## config.mk

```make
export PLATFORM = sky130hd
export DESIGN_NAME = prio_irq_encoder
export DESIGN_NICKNAME = d
export VERILOG_FILES = /design/src/rtl/citrus_irq_pkg.sv /design/src/rtl/prio_pick.sv /design/src/rtl/prio_irq_encoder.sv
export SDC_FILE = /design/constraint.sdc
export NUM_CORES = 1
export LEC_CHECK = 0
export ABC_CLOCK_PERIOD_IN_PS = 3700
export BUFFER_PORTS_ARGS = -buffer_cell sky130_fd_sc_hd__clkbuf_2
export CORE_UTILIZATION = 35
export CTS_BUF_LIST = sky130_fd_sc_hd__clkbuf_8 sky130_fd_sc_hd__clkbuf_16
export CTS_CLUSTER_SIZE = 30
export DETAILED_ROUTE_END_ITERATION = 10
export GPL_ROUTABILITY_DRIVEN = 0
export PLACE_DENSITY = 0.6
export SETUP_SLACK_MARGIN = 0.1
export SLEW_MARGIN = 20
export SYNTH_ARGS = -nofsm -noshare
export SYNTH_HDL_FRONTEND = slang
export SYNTH_SLANG_ARGS = --single-unit
```

## constraint.sdc

```tcl
create_clock -name clk -period 3.7 [get_ports clk]
set_input_delay 0.37 -clock clk [delete_from_list [all_inputs] [get_ports clk]]
set_output_delay 0.37 -clock clk [all_outputs]
set_load 0.05 [all_outputs]
```

## src/rtl/citrus_irq_pkg.sv

```systemverilog
// ============================================================
// Package : citrus_irq_pkg
// Shared mode constants and index-width helper for the IRQ encoder.
// Rev     : 1.0
// ============================================================
`default_nettype none

package citrus_irq_pkg;

    localparam bit MODE_FIXED = 1'b0;
    localparam bit MODE_RR    = 1'b1;

    function automatic int clog2_w(input int n);
        int w;
        w = 0;
        while ((1 << w) < n) begin
            w++;
        end
        return w;
    endfunction

endpackage

`default_nettype wire

```

## src/rtl/prio_pick.sv

```systemverilog
// ============================================================
// Module : prio_pick
// Combinational highest-set-index finder with any-set flag.
// Rev    : 1.0
// ============================================================
`default_nettype none

module prio_pick #(
    parameter int N = 8,
    parameter int W = 3
) (
    input  logic [N-1:0] i_vec,
    output logic [W-1:0] o_idx,
    output logic         o_any
);

    always_comb begin
        o_idx = '0;
        o_any = |i_vec;
        for (int i = 0; i < N; i++) begin
            if (i_vec[i]) begin
                o_idx = W'(i);
            end
        end
    end

endmodule

`default_nettype wire

```

## src/rtl/prio_irq_encoder.sv

```systemverilog
// ============================================================
// Module : prio_irq_encoder
// Registered N-line interrupt priority encoder, valid/ack grant, 74148-style cascade.
// Rev    : 1.0
// ============================================================
`default_nettype none

module prio_irq_encoder
    import citrus_irq_pkg::*;
#(
    parameter  int N    = 8,
    parameter  int EDGE = 0,
    localparam int W    = clog2_w(N)
) (
    input  logic         clk,
    input  logic         rst_n,
    input  logic         in_enable,
    input  logic [N-1:0] in_req,
    input  logic [N-1:0] in_mask,
    input  logic         in_mode,
    input  logic         in_ack,
    output logic         out_valid,
    output logic [W-1:0] out_index,
    output logic         out_gs,
    output logic         out_enable
);

    logic [N-1:0] r_pending;
    logic [N-1:0] r_req_d;
    logic [W-1:0] r_ptr;
    logic         r_valid;
    logic [W-1:0] r_index;

    logic [N-1:0] w_raw;
    logic [N-1:0] w_cap;
    logic [N-1:0] w_clr;
    logic [N-1:0] w_cand;
    logic [N-1:0] w_rot;
    logic [W-1:0] w_ptr_eff;
    logic [W-1:0] w_rot_idx;
    logic [W:0]   w_sum;
    logic [W-1:0] w_pick;
    logic         w_any;
    logic         w_load;
    logic         w_unmasked_any;

    generate
        if (EDGE != 0) begin : g_edge
            assign w_raw = in_req & ~r_req_d;
        end else begin : g_level
            assign w_raw = in_req;
        end
    endgenerate

    assign w_cap = in_enable ? w_raw : '0;

    always_comb begin
        w_clr = '0;
        if (r_valid && in_ack) begin
            w_clr[r_index] = 1'b1;
        end
    end

    assign w_cand    = r_pending & ~in_mask & ~w_clr;
    assign w_ptr_eff = (in_mode == MODE_RR) ? r_ptr : '0;

    // Rotate so line ptr-1 lands on the top bit; a plain highest-index pick then yields RR order.
    always_comb begin
        w_rot = '0;
        for (int j = 0; j < N; j++) begin
            int s;
            s = j + int'(w_ptr_eff);
            if (s >= N) begin
                s = s - N;
            end
            w_rot[j] = w_cand[s];
        end
    end

    prio_pick #(
        .N (N),
        .W (W)
    ) u_pick (
        .i_vec (w_rot),
        .o_idx (w_rot_idx),
        .o_any (w_any)
    );

    assign w_sum  = {1'b0, w_rot_idx} + {1'b0, w_ptr_eff};
    assign w_pick = (w_sum >= (W+1)'(N)) ? W'(w_sum - (W+1)'(N)) : W'(w_sum);
    assign w_load = in_enable && (!r_valid || in_ack) && w_any;

    always_ff @(posedge clk or negedge rst_n) begin
        if (!rst_n) begin
            r_pending <= '0;
            r_req_d   <= '0;
            r_ptr     <= '0;
            r_valid   <= 1'b0;
            r_index   <= '0;
        end else begin
            r_req_d   <= in_req;
            r_pending <= (r_pending & ~w_clr) | w_cap;
            if (w_load) begin
                r_valid <= 1'b1;
                r_index <= w_pick;
                r_ptr   <= w_pick;
            end else if (in_ack) begin
                r_valid <= 1'b0;
            end
        end
    end

    assign w_unmasked_any = |(r_pending & ~in_mask);
    assign out_valid      = r_valid;
    assign out_index      = r_index;
    assign out_gs         = in_enable & w_unmasked_any;
    assign out_enable     = in_enable & ~w_unmasked_any;

endmodule

`default_nettype wire
```

==> results of run 1 <==
[power groups by stage]
| stage | logic (mW) | registers, mW | clock network, mW |
|---|---|---|---|
| floorplan | 0.594 | 0.266 | 0 |
| global placement | 0.736 | 0.242 | 0 |
| detailed placement | 0.742 | 0.244 | 0 |
| CTS | 0.748 | 0.243 | 0.120 |
| global route | 0.822 | 0.251 | 0.128 |
| finish | 0.754 | 0.245 | 0.116 |
[worst min-delay path by stage]
stage                from            to  slack [ns]  cells past startpoint
finish              rst_n  r_pending[7]        0.03                      1
detailed placement  rst_n  r_pending[1]        0.28                      1
CTS                 rst_n  r_pending[7]        0.03                      1
global placement    rst_n  r_pending[1]        0.27                      1
floorplan           rst_n  out_index[0]        0.07                      0
global route        rst_n  out_index[2]        0.04                      1
[flip-flops by register name (all words and copies together), names as in the netlist]
| name | count |
|---|---|
| out_valid | 1 |
| out_index | 3 |
| r_pending | 8 |
[layout make-up]
class,instances,share of cell area
Timing Repair Buffer,27,0.0980
Multi-Input combinational cell,110,0.603
Inverter,5,0.0134
Tap cell,46,0.0410
Clock buffer,3,0.0294
Sequential cell,12,0.215
[synth_stat cells, drive strengths merged]
library cell / count
and3b: 1
inv: 5
or4: 1
a211oi: 6
a31o: 1
xor2: 3
nand4: 1
buf: 6
a311oi: 2
clkbuf: 1
and3: 1
nor2b: 3
nand2b: 7
o41ai: 1
dfrtp: 12
a2111oi: 1
a41oi: 1
o21bai: 1
o2bb2ai: 3
or2b: 1
ha: 3
fa: 1
nor3: 16
a22o: 8
mux2i: 3
a21oi: 4
nor4: 4
and2b: 1
nand2: 16
nor2: 10
mux2: 2
and2: 1
nor4b: 1
mux4: 3
nand3: 3
[through the flow]
stage	utilization	setup slack [ns]	hold slack [ns]	cell area (sq um)	instances
finish	0.421	0.299	0.0265	1400	203
global route	0.421	0.0995	0.0385	1400	203
CTS	0.419	0.337	0.0267	1400	203
detailed placement	0.406	0.310	0.283	1360	200
global placement	0.406	0.388	0.269	1360	200
floorplan	-	0.325	0.0744	1220	134
[worst max-delay path, delay by kind of cell (launching register included)]
family | cells | cell delay, ns
mux | 1 | 0.20
flops | 1 | 0.39
compound gates | 4 | 0.80
buf+inv | 1 | 0.06
xor+xnor | 1 | 0.17
simple gates | 5 | 1.22
fa+ha+maj | 2 | 0.40
[cells in the final DEF (no fill, tap or decap), types with 2 or more instances in the layout]
cell / instances
nor2b_1: 2
a211oi_1: 5
nor3_1: 16
inv_1: 4
nand2_1: 15
xor2_1: 2
nand2b_1: 7
mux2i_1: 3
ha_1: 3
a311oi_1: 2
dfrtp_1: 11
nand3_1: 3
a21oi_1: 4
a22o_1: 8
clkbuf_2: 26
nor2_1: 8
mux4_1: 2
o2bb2ai_1: 3
clkbuf_8: 3
nor4_2: 2
[metal layers]
| layer | track usage | wire, microns | vias up |
|---|---|---|---|
| li1 | - | - | 550 |
| met1 | 0.246 | 1440 | 534 |
| met2 | 0.292 | 1480 | 35 |
| met3 | 0.0189 | 100 | 7 |
| met4 | 0.0909 | 79 | 0 |
| met5 | 0 | 0 | - |
[cells by family after synthesis]
kind of cell / share of synthesized area
AOI/OAI and AO/OA: 0.192
xor gates and xnor gates: 0.0276
adders and majority gates: 0.0471
buffers and inverters: 0.0655
DFF: 0.246
muxes: 0.104
and+or+nand+nor: 0.317
==> results.yml, run 1 <==
status:
  outcome: "finished, final reports clean"
logic_synthesis:
  synth-seq-cells: 12
  yosysSeqAreaShare: 0.246
  synth_cell_types: 47
  netlist_instances: 134
  synth.cell_area_sq_mm: 0.00122
  synth_top_area_cell: "dfrtp_1"
  syn_area_per_cell_sq_um: 9.12
  yosys_warnings: 0
  syn_nets: 159
  synth_area_leaders: "dfrtp_1 (25%), nor3_1 (6.6%), a22o_1 (5.7%)"
  synth_top_area_share: 0.246
setup_path:
  reg2reg_slack_ns: 0.30
  cp_data_arrival_time_ns: 3.51
  critPathCapture: "out_index[2]"
  start_kind: "flop"
  cp-startpoint: "out_valid"
  regToRegStartpoint: "out_valid"
  reg2reg_to: "out_index[2]"
  path_class: "flop to flop"
  slowest_delay_ns: 0.60
  cp_cell_sequence: "and3_1 > a311oi_1 > nor3_1 > or4_1 > nand2_1 > a21oi_1 > nor2_1 > o21bai_1 > ha_1 > inv_1 > fa_1 > xor2_2 > mux2i_1 > a21oi_1"
  crit_path_end_kind: "flop"
  cp_max_fo: 8
  cp_common_cell: "a21oi_1"
  critPathRequiredTime_ns: 3.81
  cp_slowest_cell: "or4_1"
  worst-r2r-cell-count: 14
sta:
  finalMaxSlewViolations: 0
  setup_viol: 0
  timing.slew.headroom: 0.603
  fmax_mhz: 294
  worst_pin_slew_ns: 0.592
  rsz0062_at_grt: "no"
  worst_clock_skew_ns: 0.00483
  post-route-period-util: 0.919
  fin_setup_tns_ns: 0
  min_period_ns: 3.40
  final-hold-violation-count: 0
route:
  drt_pass1_iterations: 4
  post_drt_wl_per_cell_microns: 15.3
  drtAntennaViolNets: 0
  drc: 0
  route.vias.total: 1126
  routed_wl_mm: 3.10
  drt_iter0_markers: 37
  viasPerCell: 5.55
clocking:
  cts_resized: 0
  clk_latency_ns: 0.24
  cts_tree: "done"
  ctsRootBufferMaster: "clkbuf_8"
  post_cts_buffers: 0
  clockBufferDepth: 2
  hold_buffers: 0
  clkSinkCount: 12
  clkTransAtPathRegs_ns: 0.05
  cts_buffers: 3
  htree_num_levels: 1
layout:
  nets: 184
  multi_input_area_sq_um: 847
  n_antenna_cell: 0
  register_area_sq_um: 302
  syn_to_final_growth_pct: 14.8
  drive_gt1_frac: 0.293
  fill_cells: 337
power_and_ir_drop:
  p_total_mw: 1.12
  p_sw_frac: 0.507
  combinationalPowerShare: 0.676
  seq_power_share: 0.220
  pwr-share-clk: 0.104
  p_switching_uw: 566
  ir_worst_vdd_mv: 0.295
  p_leak_nw: 0.608
  p_int_uw: 550
  power_density_mw_per_mm2: 795
floorplanning:
  dieArea_sq_mm: 0.00373
  die_x_microns: 61.1
  ios: 27
  die_height_microns: 61.1
  initial_core_util: 0.366
  rows: 21
  core_sq_mm: 0.00334
global_route:
  grt_antenna_before_repair: 0
  grt_pass1_vias: 1046
  grt_overflow: 0
  grt_max_degree: 13
  grt_pass1_wl_mm: 4.94
  grtUsageTotal: 0.183
placement:
  portBuffers: 26
  hpwl_mm: 2.46
run:
  drv_cap: 0
min_path:
  hold_path.class: "input port to async pin"
Power figures use the tool's default switching activity.
==> run 2: changes to the inputs <==
--- a/config.mk
+++ b/config.mk
@@ -8,4 +8,6 @@
 export ABC_CLOCK_PERIOD_IN_PS = 3700
 export BUFFER_PORTS_ARGS = -buffer_cell sky130_fd_sc_hd__clkbuf_2
+export CELL_PAD_IN_SITES_DETAIL_PLACEMENT = 0
+export CELL_PAD_IN_SITES_GLOBAL_PLACEMENT = 1
 export CORE_UTILIZATION = 35
 export CTS_BUF_LIST = sky130_fd_sc_hd__clkbuf_8 sky130_fd_sc_hd__clkbuf_16
@@ -13,5 +15,5 @@
 export DETAILED_ROUTE_END_ITERATION = 10
 export GPL_ROUTABILITY_DRIVEN = 0
-export PLACE_DENSITY = 0.6
+export PLACE_DENSITY = 0.74
 export SETUP_SLACK_MARGIN = 0.1
 export SLEW_MARGIN = 20
==> constraint.sdc (replaced) <==
create_clock -name clk -period 3.7 [get_ports clk]
set_input_delay 1.11 -clock clk [delete_from_list [all_inputs] [get_ports clk]]
set_output_delay 1.11 -clock clk [all_outputs]
set_load 0.05 [all_outputs]
==> run 2 against run 1 <==
Cell count increased by 15%. Highest routed layer unchanged. Core utilization increased by 15 points. Critical path type is now input port to output port. Power increased by 37%. Clock power increased by 30%. Critical endpoint is now out_enable. Clock-buffer cell count increased by 1. Critical path depth decreased by 8. Hold slack improved by 0.46 ns. Clock skew decreased by 0.0024 ns. Register-to-register slack improved by 0.04 ns. Die area unchanged.
==> results.yml, run 2 (synthesized netlist as in run 1, its figures left out) <==
clocking:
  cts_buffers: 3
  ctsRootBufferMaster: "clkbuf_8"
  hold_buffers: 0
  clk_latency_ns: 0.25
  clockBufferDepth: 2
  clkSinkCount: 12
  htree_num_levels: 1
  cts_tree: "done"
  clkTransAtPathRegs_ns: 0.06
run:
  drv_cap: 0
setup_path:
  critPathCapture: "out_enable"
  crit_path_end_kind: "output port"
  path_depth: 6
  start_kind: "input port"
  critical_path_buf_inv_count: 2
  reg2reg_to: "out_index[2]"
  cp_data_arrival_time_ns: 2.47
  regToRegStartpoint: "out_index[1]"
  cp-startpoint: "in_mask[6]"
  critPathRequiredTime_ns: 2.59
  worst-r2r-cell-count: 14
  cp_slowest_cell: "nor4b_1"
  crit_family: "simple AND/OR/NAND/NOR gates"
  path_class: "input port to output port"
  cp_max_fo: 3
  cp_common_cell: "clkbuf_2"
  reg2reg_slack_ns: 0.34
  cp_cell_sequence: "clkbuf_2 > nand2b_1 > nand4_1 > nor4b_1 > and2_1 > clkbuf_2"
  slowest_delay_ns: 0.43
placement:
  portBuffers: 26
  placed_cells: 227
  dpl_worst_slack_ns: -0.227
  hpwl_mm: 2.91
  dpl_cell_area_sq_mm: 0.00164
sta:
  post-route-period-util: 0.968
  fin_setup_tns_ns: 0
  setup_viol: 0
  rsz0062_at_grt: "yes"
  min_period_ns: 3.58
  finalMaxSlewViolations: 0
  fmax_mhz: 279
  worst_pin_slew_ns: 0.647
  timing.slew.headroom: 0.569
  final-hold-violation-count: 0
  worst_clock_skew_ns: 0.00242
  layout_setup_ws_ns: 0.118
layout:
  nets: 214
  final_cell_mix: "buf_4 (28), clkbuf_2 (24), dfrtp_1 (12), nand2_1 (11), nor3_1 (11)"
  multi_input_area_sq_mm: 0.00107
  fill_cells: 315
  instances_no_fill: 234
  final_area_sq_mm: 0.00189
  largest-register: "r_pending"
  largest_reg_flops: 8
  register_area_sq_um: 300
  n_antenna_cell: 0
  utilization: 0.566
  drive_gt1_frac: 0.553
  syn_to_final_growth_pct: 54.6
  final_common_cell: "buf_4"
floorplanning:
  rows: 21
  die_x_microns: 61.1
  die_height_microns: 61.1
  dieArea_sq_mm: 0.00373
  initial_core_util: 0.366
  ios: 27
  core_sq_mm: 0.00334
route:
  viasPerCell: 5.46
  route.vias.total: 1277
  drtAntennaViolNets: 0
  drt_pass1_iterations: 5
  post_drt_wl_per_cell_microns: 15.8
  drt_iter0_markers: 71
  routed_wl_mm: 3.70
  drc: 0
power_and_ir_drop:
  ir_worst_vdd_mv: 0.550
  power_density_mw_per_mm2: 808
  p_leak_nw: 0.799
global_route:
  grt_overflow: 0
  grt_pass1_wl_mm: 6.12
  grt_max_degree: 13
  grt_pass1_vias: 1300
  grt_antenna_before_repair: 0
  grtUsageTotal: 0.224
min_path:
  hold_path.class: "flop to flop"
  whs_path_depth: 1
status:
  outcome: "finished, final reports clean"
[run 2: layout make-up]
class                           instances  area share
Multi-Input combinational cell        110       0.566
Tap cell                               46      0.0305
Sequential cell                        12       0.159
Clock buffer                            4      0.0291
Timing Repair Buffer                   57       0.205
Inverter                                5      0.0113
[run 2: power by group]
group | switching, mW | internal, mW
clock network | 0.0565 | 0.0944
logic | 0.576 | 0.531
registers | 0.0906 | 0.177
total | 0.723 | 0.803
[run 2: metal layers]
layer,vias up,GRT usage,wire length (microns)
met5,-,0,0
met4,0,0.0812,50
met3,5,0.0273,164
met2,38,0.376,1800
met1,620,0.297,1690
li1,614,-,-
[run 2: worst min-delay path by stage]
stage / startpoint / end / slack (ns)
4_1_cts: r_pending[0] / r_pending[0] / 0.50
3_5_place_dp: r_pending[0] / r_pending[0] / 0.48
6_report: r_pending[0] / r_pending[0] / 0.49
5_1_grt: r_pending[6] / r_pending[6] / 0.53
2_1_floorplan: r_pending[0] / r_pending[0] / 0.46
3_3_place_gp: r_pending[0] / r_pending[0] / 0.48
[run 2: stage by stage]
stage	power, mW	hold slack (ns)
floorplan	0.933	0.457
global route	1.63	0.526
global placement	1.19	0.478
CTS	1.38	0.496
detailed placement	1.23	0.480
finish	1.53	0.490
[run 2: repair_timing]
| action | 4_1_cts | 5_1_grt |
|---|---|---|
| gates resized for setup | 1 | 36 |
| setup buffers | 0 | 3 |
| pin swaps | 0 | 16 |
| endpoints found under the setup margin | 1 | 4 |
| hold endpoints to repair | 0 | 0 |
==> run 3: changes to the inputs <==
--- a/config.mk
+++ b/config.mk
@@ -10,4 +10,5 @@
 export CELL_PAD_IN_SITES_DETAIL_PLACEMENT = 0
 export CELL_PAD_IN_SITES_GLOBAL_PLACEMENT = 1
+export CORE_MARGIN = 10
 export CORE_UTILIZATION = 35
 export CTS_BUF_LIST = sky130_fd_sc_hd__clkbuf_8 sky130_fd_sc_hd__clkbuf_16
==> constraint.sdc (replaced) <==
create_clock -name clk -period 3.7 [get_ports clk]
set_input_delay 1.11 -clock clk [delete_from_list [all_inputs] [get_ports clk]]
set_output_delay 1.11 -clock clk [all_outputs]
set_load 0.01 [all_outputs]
==> run 3 against run 2 <==
First-iteration DRC count down 35%. Largest cell class unchanged. Critical path depth rose by 10. Worst setup slack worse by 0.069 ns. Non-clock buffer count grew 2. Sequential share of layout area grew 0.90 points. Power is 5.3% lower. Hold slack gained 0.0067 ns. Critical endpoint is now out_index[2].
==> results.yml, run 3 (synthesized netlist as in run 1, its figures left out) <==
run:
  drv_cap: 0
clocking:
  cts_tree: "done"
  ctsRootBufferMaster: "clkbuf_8"
  clkSinkCount: 12
  clk_latency_ns: 0.24
  clkTransAtPathRegs_ns: 0.05
  hold_buffers: 0
  cts_buffers: 3
  htree_num_levels: 1
  clockBufferDepth: 2
setup_path:
  regToRegStartpoint: "out_index[1]"
  critPathCapture: "out_index[2]"
  cp_data_arrival_time_ns: 3.77
  path_class: "input port to flop"
  worst-r2r-cell-count: 12
  path_depth: 16
  cp_max_fo: 10
  reg2reg_slack_ns: 0.28
  crit_path_end_kind: "flop"
  cp_cell_sequence: "clkbuf_2 > nand2_2 > buf_12 > ha_4 > xor2_4 > mux2i_1 > mux2_4 > a21oi_2 > nor2_1 > o21bai_1 > ha_1 > inv_2 > fa_2 > xor2_2 > mux2i_1 > a21oi_1"
  reg2reg_to: "out_index[2]"
  cp-startpoint: "in_mode"
  critical_path_buf_inv_count: 3
  crit_family: "adder cells"
  cp_slowest_cell: "fa_2"
  start_kind: "input port"
  slowest_delay_ns: 0.36
  cp_common_cell: "mux2i_1"
  critPathRequiredTime_ns: 3.82
global_route:
  grt_overflow: 0
  use_met1: 0.148
  grt_pass1_wl_mm: 6.18
  grt_antenna_before_repair: 0
  grt_busiest_layer: "met2"
  grtUsageTotal: 0.122
  gr-usage-met3: 0.0349
  met2_usage: 0.200
  grt_pass1_vias: 1280
  grt_max_degree: 13
floorplanning:
  dieArea_sq_mm: 0.00626
  die_x_microns: 79.1
  rows: 21
  ios: 27
  core_sq_mm: 0.00336
  initial_core_util: 0.363
  die_height_microns: 79.1
route:
  post_drt_wl_per_cell_microns: 16.6
  routed_wl_mm: 3.90
  drt_pass1_iterations: 4
  drt_iter0_markers: 46
  drc: 0
  route.vias.total: 1252
  viasPerCell: 5.33
  drtAntennaViolNets: 0
layout:
  n_antenna_cell: 0
  drive_gt1_frac: 0.497
  syn_to_final_growth_pct: 46.3
  largest-register: "r_pending"
  instances_no_fill: 235
  final_area_sq_mm: 0.00179
  nets: 216
  final_cell_mix: "buf_4 (32), clkbuf_2 (26), nor3_1 (15), nand2_1 (13), dfrtp_1 (12)"
  final_common_cell: "buf_4"
  utilization: 0.532
  largest_reg_flops: 8
placement:
  dpl_cell_area_sq_mm: 0.00168
  dpl_worst_slack_ns: -0.281
  hpwl_mm: 3.19
  placed_cells: 230
  portBuffers: 26
sta:
  setup_viol: 0
  rsz0062_at_grt: "yes"
  worst_clock_skew_ns: 0.00276
  holdWs_ns: 0.497
  worst_pin_slew_ns: 0.607
  post-route-period-util: 0.987
  min_period_ns: 3.65
  layout_setup_ws_ns: 0.0483
  final-hold-violation-count: 0
  fmax_mhz: 274
  timing.slew.headroom: 0.595
  finalMaxSlewViolations: 0
min_path:
  hold_path.class: "flop to flop"
  min_from: "r_pending[0]"
  whs_path_depth: 1
power_and_ir_drop:
  ir_worst_vdd_mv: 0.477
  p_leak_nw: 0.788
  power_density_mw_per_mm2: 808
status:
  outcome: "finished, final reports clean"
run 3: worst min-delay path by stage:
stage and end:
2_1_floorplan r_pending[0], 3_3_place_gp r_pending[0], 3_5_place_dp r_pending[3], 4_1_cts r_pending[0]
5_1_grt r_pending[5], 6_report r_pending[0]
run 3: where the power goes:
part           internal [mW]  leakage [nW]  switching (mW)  total [mW]
clock                 0.0719        0.0216          0.0503       0.122
combinational          0.549         0.646           0.515        1.06
sequential             0.178         0.120          0.0809       0.259
run 3: final cells by class:
class	count	area (sq um)
Tap cell	46	57.6
Timing Repair Buffer	59	390
Fill cell	347	1580
Clock buffer	3	41.3
Inverter	5	21.3
Sequential cell	12	300
Multi-Input combinational cell	110	977
run 3: worst reg2reg max path: cells and delay by family (launching register included):
| kind | cells | cell delay, ns |
|---|---|---|
| AOI/OAI and AO/OA | 3 | 0.80 |
| DFF | 1 | 0.69 |
| and+or+nand+nor | 4 | 0.68 |
| buffers and inverters | 2 | 0.35 |
| adders and majority gates | 1 | 0.31 |
| muxes | 1 | 0.26 |
| xor gates and xnor gates | 1 | 0.20 |
run 3: routing by layer:
metal | up-vias | wire length (microns)
met1 | 600 | 1730
met2 | 32 | 1880
met5 | - | 0
li1 | 610 | -
met3 | 10 | 191
met4 | 0 | 86
run 3: repair_timing:
item / CTS / global route
pin swaps: 0 / 2
endpoints found under the hold margin: 0 / 0
setup buffers: 0 / 2
resized for setup: 3 / 10
endpoints found under the setup margin: 1 / 2
run 3: through the flow:
stage | TNS, ns | power (mW)
4_1_cts | 0 | 1.36
3_3_place_gp | -0.137 | 1.18
3_5_place_dp | -0.541 | 1.23
5_1_grt | -0.119 | 1.54
2_1_floorplan | 0 | 0.874
6_report | 0 | 1.44
